### src/rtl/cci_mpf_prim_victim_select.sv
// Victim way selection for one set-associative lookup at a time: prefers an
// eligible empty way, otherwise consults the replacement policy and rotates past locked ways.
module cci_mpf_prim_victim_select #(
  parameter int N_WAYS    = 4,
  parameter int N_ENTRIES = 1024
) (
  input  logic                          clk,
  input  logic                          reset,

  input  logic                          reqValid,
  input  logic [$clog2(N_ENTRIES)-1:0]  reqIdx,
  input  logic [N_WAYS-1:0]             reqValidWays,
  input  logic [N_WAYS-1:0]             reqLockedWays,
  output logic                          reqRdy,

  input  logic                          replRdy,
  output logic [$clog2(N_ENTRIES)-1:0]  replLookupIdx,
  output logic                          replLookupEn,
  input  logic [$clog2(N_WAYS)-1:0]     replLookupRsp,
  input  logic                          replLookupRspRdy,
  output logic [$clog2(N_ENTRIES)-1:0]  replRefIdx,
  output logic [N_WAYS-1:0]             replRefWayVec,
  output logic                          replRefEn,

  output logic                          victimValid,
  output logic [$clog2(N_WAYS)-1:0]     victimWay,
  output logic [N_WAYS-1:0]             victimWayVec,
  output logic                          victimEvict,
  output logic                          victimNone,
  input  logic                          victimDeq
);

  localparam int IDX_W = $clog2(N_ENTRIES);
  localparam int WAY_W = $clog2(N_WAYS);

  typedef enum logic [1:0] {
    S_IDLE,
    S_LOOKUP,
    S_WAIT,
    S_OUT
  } state_t;

  state_t              r_state;
  state_t              w_state_next;

  logic [IDX_W-1:0]    r_idx;
  logic [N_WAYS-1:0]   r_elig;
  logic [WAY_W-1:0]    r_way;
  logic [N_WAYS-1:0]   r_vec;
  logic                r_evict;
  logic                r_none;
  logic                r_ref_pend;

  logic                w_accept;
  logic [N_WAYS-1:0]   w_elig_in;
  logic [N_WAYS-1:0]   w_free;
  logic [WAY_W-1:0]    w_free_way;
  logic [WAY_W-1:0]    w_rot_way;
  logic [WAY_W-1:0]    w_cand;

  logic                w_load;
  logic [WAY_W-1:0]    w_way_next;
  logic [N_WAYS-1:0]   w_vec_next;
  logic                w_evict_next;
  logic                w_none_next;

  assign reqRdy    = (r_state == S_IDLE) && replRdy && !reset;
  assign w_accept  = reqValid && reqRdy;
  assign w_elig_in = ~reqLockedWays;
  assign w_free    = w_elig_in & ~reqValidWays;

  // Lowest-numbered eligible empty way
  always_comb begin
    w_free_way = '0;
    for (int i = N_WAYS - 1; i >= 0; i--) begin
      if (w_free[i]) w_free_way = WAY_W'(i);
    end
  end

  // First eligible way at or after the policy's choice, wrapping around
  always_comb begin
    w_rot_way = replLookupRsp;
    w_cand    = '0;
    for (int i = N_WAYS - 1; i >= 0; i--) begin
      w_cand = replLookupRsp + WAY_W'(i);
      if (r_elig[w_cand]) w_rot_way = w_cand;
    end
  end

  always_comb begin
    w_state_next = r_state;
    w_load       = 1'b0;
    w_way_next   = '0;
    w_evict_next = 1'b0;
    w_none_next  = 1'b0;
    case (r_state)
      S_IDLE: begin
        if (w_accept) begin
          if (|w_free) begin
            w_state_next = S_OUT;
            w_load       = 1'b1;
            w_way_next   = w_free_way;
          end else if (!(|w_elig_in)) begin
            w_state_next = S_OUT;
            w_load       = 1'b1;
            w_none_next  = 1'b1;
          end else begin
            w_state_next = S_LOOKUP;
          end
        end
      end
      S_LOOKUP: w_state_next = S_WAIT;
      S_WAIT: begin
        if (replLookupRspRdy) begin
          w_state_next = S_OUT;
          w_load       = 1'b1;
          w_way_next   = w_rot_way;
          w_evict_next = 1'b1;
        end
      end
      S_OUT: begin
        if (victimDeq) w_state_next = S_IDLE;
      end
      default: w_state_next = S_IDLE;
    endcase
  end

  for (genvar gi = 0; gi < N_WAYS; gi++) begin : g_vec
    assign w_vec_next[gi] = !w_none_next && (w_way_next == WAY_W'(gi));
  end

  always_ff @(posedge clk) begin
    if (reset) begin
      r_state    <= S_IDLE;
      r_idx      <= '0;
      r_elig     <= '0;
      r_way      <= '0;
      r_vec      <= '0;
      r_evict    <= 1'b0;
      r_none     <= 1'b0;
      r_ref_pend <= 1'b0;
    end else begin
      r_state    <= w_state_next;
      r_ref_pend <= w_load && !w_none_next;
      if (w_accept) begin
        r_idx  <= reqIdx;
        r_elig <= w_elig_in;
      end
      if (w_load) begin
        r_way   <= w_way_next;
        r_vec   <= w_vec_next;
        r_evict <= w_evict_next;
        r_none  <= w_none_next;
      end
    end
  end

  assign replLookupIdx = r_idx;
  assign replLookupEn  = (r_state == S_LOOKUP) && !reset;
  assign replRefIdx    = r_idx;
  assign replRefWayVec = r_vec;
  assign replRefEn     = r_ref_pend && !reset;

  assign victimValid   = (r_state == S_OUT) && !reset;
  assign victimWay     = r_way;
  assign victimWayVec  = r_vec;
  assign victimEvict   = r_evict;
  assign victimNone    = r_none;

endmodule

### config.mk
export PLATFORM = sky130hd
export DESIGN_NAME = cci_mpf_prim_victim_select
export DESIGN_NICKNAME = d
export VERILOG_FILES = /design/src/rtl/cci_mpf_prim_victim_select.sv
export SDC_FILE = /design/constraint.sdc
export NUM_CORES = 1
export LEC_CHECK = 0
export CAP_MARGIN = 20
export CORE_MARGIN = 2
export CORE_UTILIZATION = 42
export CTS_BUF_LIST = sky130_fd_sc_hd__clkbuf_8
export CTS_CLUSTER_SIZE = 12
export DETAILED_ROUTE_END_ITERATION = 8
export GPL_ROUTABILITY_DRIVEN = 0
export PLACE_DENSITY = 0.81
export SLEW_MARGIN = 15
export SYNTH_ARGS = -nofsm -noshare
export SYNTH_HDL_FRONTEND = slang
export SYNTH_SLANG_ARGS = --single-unit
export TNS_END_PERCENT = 5
### constraint.sdc
create_clock -name clk -period 2.4 [get_ports clk]
set_input_delay 0.24 -clock clk [delete_from_list [all_inputs] [get_ports clk]]
set_output_delay 0.24 -clock clk [all_outputs]
set_load 0.02 [all_outputs]
==> flow_summary_export.csv, run 1 <==
group,metric,value,unit
timing,layout_setup_ws,0.4012,ns
timing,finalSetupTns,0,ns
floorplan,dieWidth,60.67,um
setup_path,arrival,1.76,ns
timing,hold_violations,0,
global_route,grt_pass1_wl,5057,um
logic_synthesis,synth_cell_types,38,
drt,routed_wl,3121,um
cells_and_area,diodes,0,
floorplan,die-area,3681,um^2
timing,slew_headroom,0.6387,
cts,worstSkewPairLatency,0.26,ns
placed_design,dp_worst_setup_slack,0.2059,ns
setup_path,r2r_start,"r_state[0]$_SDFFE_PP0P_",
power_and_ir_drop,power_density,698.2,nW/um^2
logic_synthesis,syn_area,1349,um^2
floorplan,initial_utilization,0.4418,
setup_path,start_kind,"flip-flop",
global_route,grt_max_degree,19,
drt,first_iter_violations,39,
logic_synthesis,syn-num-nets,184,
timing,timing.fmax,0.5003,GHz
logic_synthesis,ys.flop_type,"dfxtp_1",
setup_path,crit_start,"r_state[0]$_SDFFE_PP0P_",
logic_synthesis,yosysTopAreaCell,"dfxtp_1",
cts,cts.clk_slew.worst_paths,0.08,ns
logic_synthesis,synth_area_per_cell,8.816,um^2
placed_design,dp_hpwl,2471,um
worst_hold_path,hold_path_depth,2,
logic_synthesis,syn_inst,153,
power_and_ir_drop,power_frac_seq,0.386,
timing,setup_violations,0,
cells_and_area,drive_above_1_share,0.06468,
power_and_ir_drop,clockPowerShare,0.173,
placed_design,port_buffers,61,
power_and_ir_drop,power.switching,485.5,uW
power_and_ir_drop,power.internal,868.6,uW
power_and_ir_drop,switching_share,0.3585,
setup_path,endpoint_kind,"output port",
timing,slew_viol_final,0,
power_and_ir_drop,p_leak,0.0007436,uW
floorplan,die-height,60.67,um
setup_path,worstReg2RegEnd,"r_state[0]$_SDFFE_PP0P_",
cts,clkSinkCount,25,
logic_synthesis,yosysSeqAreaShare,0.3711,
logic_synthesis,synth.top_cells.by_area,"dfxtp_1, buf_4, nand2_1",
logic_synthesis,yosys.area.top_type_share,0.3711,
cts,hold_buffers,0,
timing,fin_skew,0.001638,ns
floorplan,rows,20,
cts,htree_levels,1,
global_route,grt_pass1_vias,1195,
cells_and_area,multi_input_area,686.9,um^2
power_and_ir_drop,pwr-share-comb,0.441,
drt,ant_nets,0,
cts,clockBufferDepth,2,
logic_synthesis,ys_ff_latch,25,
timing,rsz0062_at_grt,"no",
setup_path,reg2reg_depth,6,
cts,cts_setup_buffers,0,
cells_and_area,nets,233,
global_route,grtUsageTotal,0.1802,
global_route,antenna_found_initial,0,
status,outcome,"complete, no violations",
setup_path,worstSetupPathType,"reg2out",
logic_synthesis,async_flop_share,0,
floorplan,coreArea,3053,um^2
power_and_ir_drop,vdd_ir_drop_max,366.6,uV
setup_path,crit_fanout,4,
drt,wire_per_inst,12.74,um
job,maxCapViolCount,0,
cts,cts_resized,0,
cts,numCtsBuffers,3,
floorplan,ioPinCount,62,
cts,cts_root_buf,"clkbuf_8",
logic_synthesis,yosysWarningCount,0,
timing,max_slew.worst_pin.slew,0.5419,ns
cells_and_area,area_growth,43.78,%
cells_and_area,fill_cells,274,
timing,fin_crit,1.999,ns
worst_hold_path,holdCritPathClass,"reg2reg",
drt,drcViolationCount,0,
global_route,grt_overflow,0,
logic_synthesis,synth-edff-count,0,
drt,dr.pass1.iters,4,
cts,cts_tree,"done",
worst_hold_path,worstHoldEndpoint,"victimWay[1]$_SDFFE_PP0P_",
cells_and_area,seqCellArea,500.5,um^2
worst_hold_path,hold_start,"victimWay[1]$_SDFFE_PP0P_",
timing,post-route-period-util,0.8328,
setup_path,required,2.16,ns
drt,vias_per_cell,4.959,
drt,num_vias,1215,
setup_path,r2r_setup_slack,0.52,ns
## registers in the layout (all words and copies together) (netlist names)
name,cells
r_elig,4
r_ref_pend,1
r_state,2
replLookupIdx,10
replRefWayVec,4
victimEvict,1
victimNone,1
victimWay,2
## per-layer routing
layer	track usage	share of wire	routed length, um	up-vias
met2	0.3410	0.54	1689	39
met5	0	0	0	-
met3	0.03198	0.050	155	2
met1	0.2045	0.40	1260	559
met4	0.05280	0.0048	15	0
li1	-	-	-	615
## worst max-delay path: stages (launching register included)
cell,delay (ns)
dfxtp_1,0.35
inv_1,0.11
ha_1,0.26
and3b_1,0.18
clkdlybuf4s50_1,0.59
## stage by stage
stage | hold slack (ns) | cells | area (um^2) | total power (uW) | utilization
finish | 0.4759 | 245 | 1939 | 1354 | 0.6352
floorplan | 0.3356 | 153 | 1349 | 920.9 | -
global placement | 0.4729 | 241 | 1894 | 1106 | 0.6205
detailed placement | 0.4602 | 241 | 1894 | 1131 | 0.6205
CTS | 0.4749 | 245 | 1939 | 1366 | 0.6352
global route | 0.5009 | 245 | 1939 | 1457 | 0.6352
## cell type report
type,instances,share of cell area
clock buffers,3,0.02129
clock inverters,1,0.001935
inverters,5,0.009677
multi-input cells,103,0.3542
flip-flops and latches,25,0.2581
well taps,44,0.02839
repair buffers,64,0.3265
## power by group through the flow
stage / sequential (uW) / clock (uW) / combinational (uW)
final: 523 / 234 / 597
after CTS: 524 / 241 / 601
after global routing: 532 / 264 / 661
after detailed placement: 532 / 0 / 599
after floorplan: 559 / 0 / 362
after global placement: 529 / 0 / 577
## logic make-up after synthesis
group           after synthesis  synth area share
simple gates                 63            0.2560
compound gates               35            0.2069
fa+ha+maj                     5           0.04638
buf+inv                      25            0.1197
flops                        25            0.3711
## worst max-delay path by stage
stage	endpoint	slack, ns	depth (start not counted)
floorplan	replRefWayVec[3]$_SDFFE_PP0P_	0.75	8
global placement	replRefWayVec[3]$_SDFFE_PP0P_	0.34	6
global route	r_state[0]$_SDFFE_PP0P_	0.25	6
finish	reqRdy	0.40	4
detailed placement	r_state[0]$_SDFFE_PP0P_	0.21	5
CTS	reqRdy	0.38	4
## Yosys cell counts, types with 2 or more instances
| cell type | n |
|---|---|
| a31oi_1 | 3 |
| nand2_1 | 24 |
| o22ai_2 | 2 |
| nand2b_1 | 2 |
| dfxtp_1 | 25 |
| o21ai_0 | 3 |
| buf_6 | 2 |
| clkbuf_1 | 4 |
| a211oi_1 | 5 |
| nor2_1 | 13 |
| ha_1 | 5 |
| nand3b_1 | 10 |
| o2bb2ai_1 | 2 |
| buf_4 | 14 |
| inv_1 | 5 |
| a21oi_1 | 6 |
| nor2b_1 | 7 |
## placed cells by master, fill, tap and decap left out, types with 2 or more instances in the layout
master	n
o21ai_0	3
nor2b_1	7
a211oi_1	5
nand3b_1	10
buf_4	3
clkbuf_8	3
nand2_1	24
o22ai_2	2
o2bb2ai_1	2
inv_1	6
ha_1	5
dfxtp_1	25
nand2b_1	2
nor2_1	13
a31oi_1	3
clkdlybuf4s50_1	61
a21oi_1	6
Power figures use the tool's default switching activity.
==> run 2, diff against run 1 <==
clock period = 1.89 ns   (was 2.4 ns; I/O delays follow)
==> run 2 against run 1 <==
Critical path depth did not move. Total power grew 31%. First-iteration DRC count is 26% higher. Die area did not move. Utilization rose by 1.9 points. Via count rose by 5.3%. Worst hold slack lost 0.20 ns. Sequential power grew 27%. Critical path type unchanged.
==> flow_summary_export.csv, run 2 (synthesis results as in run 1) <==
group,metric,value,unit
status,outcome,"complete, no violations",
cells_and_area,fin_util,0.6545,
cts,cts_root_buf,"clkbuf_8",
timing,whs,0.2789,ns
cells_and_area,largest_reg_flops,10,
timing,finalSetupTns,0,ns
global_route,grtUsageTotal,0.1943,
cells_and_area,layout_commonest_cell,"clkdlybuf4s50_1",
cells_and_area,area_growth,48.14,%
global_route,antenna_found_initial,0,
floorplan,initial_utilization,0.4418,
floorplan,coreArea,3053,um^2
power_and_ir_drop,vdd_ir_drop_max,543.3,uV
placed_design,dp_hpwl,2584,um
global_route,grt_max_degree,19,
placed_design,port_buffers,61,
floorplan,ioPinCount,62,
drt,first_iter_violations,49,
floorplan,dieWidth,60.67,um
drt,num_vias,1280,
drt,wire_per_inst,13.10,um
timing,slew_headroom,0.6427,
job,maxCapViolCount,0,
power_and_ir_drop,p_leak,0.0007837,uW
setup_path,start_kind,"flip-flop",
timing,slew_viol_final,0,
setup_path,crit_fanout,4,
floorplan,die-area,3681,um^2
cells_and_area,drive_above_1_share,0.1111,
timing,fin_crit,1.793,ns
cts,numCtsBuffers,3,
timing,rsz0062_at_grt,"yes",
drt,dr.pass1.iters,4,
setup_path,required,1.70,ns
cts,hold_buffers,0,
drt,drcViolationCount,0,
cts,cts.clk_slew.worst_paths,0.09,ns
setup_path,worstSetupPathType,"reg2out",
cts,clkSinkCount,25,
setup_path,arrival,1.60,ns
timing,max_slew.worst_pin.slew,0.5359,ns
drt,ant_nets,0,
cells_and_area,diodes,0,
cts,cts_tree,"done",
timing,hold_violations,0,
timing,post-route-period-util,0.9487,
cts,worstSkewPairLatency,0.27,ns
drt,routed_wl,3289,um
cells_and_area,nets,239,
cells_and_area,final_cell_mix,"clkdlybuf4s50_1, dfxtp_1, nand2_1, nor2_1, nand3b_1",
timing,setup_violations,0,
global_route,grt_overflow,0,
floorplan,die-height,60.67,um
cts,htree_levels,1,
worst_hold_path,holdCritPathClass,"in2reg",
setup_path,endpoint_kind,"output port",
floorplan,rows,20,
global_route,grt_pass1_wl,5347,um
timing,fin_skew,0.006938,ns
timing,timing.fmax,0.5577,GHz
cts,clockBufferDepth,2,
drt,vias_per_cell,5.100,
global_route,grt_pass1_vias,1252,
power_and_ir_drop,power_density,886.9,nW/um^2
run 2: cell types whose count changed in the layout (fill, tap and decap cells not counted), sizes merged:
cell,before,now
buf,3,9
clkdlybuf4s50,61,59
inv,6,5
dlygate4sd2,0,1
clkinv,0,1
dlymetal6s2s,0,1
run 2: final timing paths:
kind                        startpoint  depth (start not counted)  slack, ns                        end
min reg2reg  victimWay[1]$_SDFFE_PP0P_                          2       0.47  victimWay[1]$_SDFFE_PP0P_
min                              reset                          2       0.28    r_state[1]$_SDFFE_PP0P_
max reg2reg    r_state[0]$_SDFFE_PP0P_                          5       0.13    r_state[0]$_SDFFE_PP0P_
max            r_state[1]$_SDFFE_PP0P_                          4        0.1               replLookupEn
run 2: area by class of cell:
class / instances / area, um^2
timing repair buffer: 70 / 679.4
clock inverter: 1 / 5.005
multi-input combinational: 103 / 698.2
clock buffer: 3 / 41.29
fill: 260 / 1055
sequential: 25 / 500.5
inverter: 5 / 18.77
tap: 44 / 55.05
run 2: critical path, stage by stage, from the launching register on:
cell and delay, ns:
dfxtp_1 0.34, inv_1 0.12, ha_1 0.15, nor2b_1 0.12
clkdlybuf4s50_1 0.61
run 2: stage by stage:
step                worst slack [ns]  cells  power [uW]  cell area (um^2)
global placement             0.03860    247        1418              1939
CTS                          0.02401    251        1775              1987
global route               -0.007918    251        1889              1998
detailed placement          0.009229    247        1447              1939
finish                       0.09689    251        1772              1998
floorplan                     0.2380    153        1169              1349
run 2: repair_timing:
action                     in CTS  in global routing
setup endpoints to repair       1                  7
gates cloned                    0                  0
setup buffers                   0                  0
resized for setup               2                  3
run 2: power by group:
part / leakage (uW) / internal [uW] / switching, uW
Sequential: 0.000204 / 602 / 61.0
Combinational: 0.000555 / 372 / 420
Clock: 0.0000255 / 148 / 171
Total: 0.000784 / 1120 / 651
run 2: routing by layer:
| layer | vias up | part of all wire | GRT usage | routed length (um) |
|---|---|---|---|---|
| li1 | 628 | - | - | - |
| met5 | - | 0 | 0 | 0 |
| met4 | 0 | 0.020 | 0.07764 | 65 |
| met1 | 601 | 0.39 | 0.1992 | 1282 |
| met2 | 44 | 0.53 | 0.3733 | 1733 |
| met3 | 7 | 0.063 | 0.04691 | 206 |
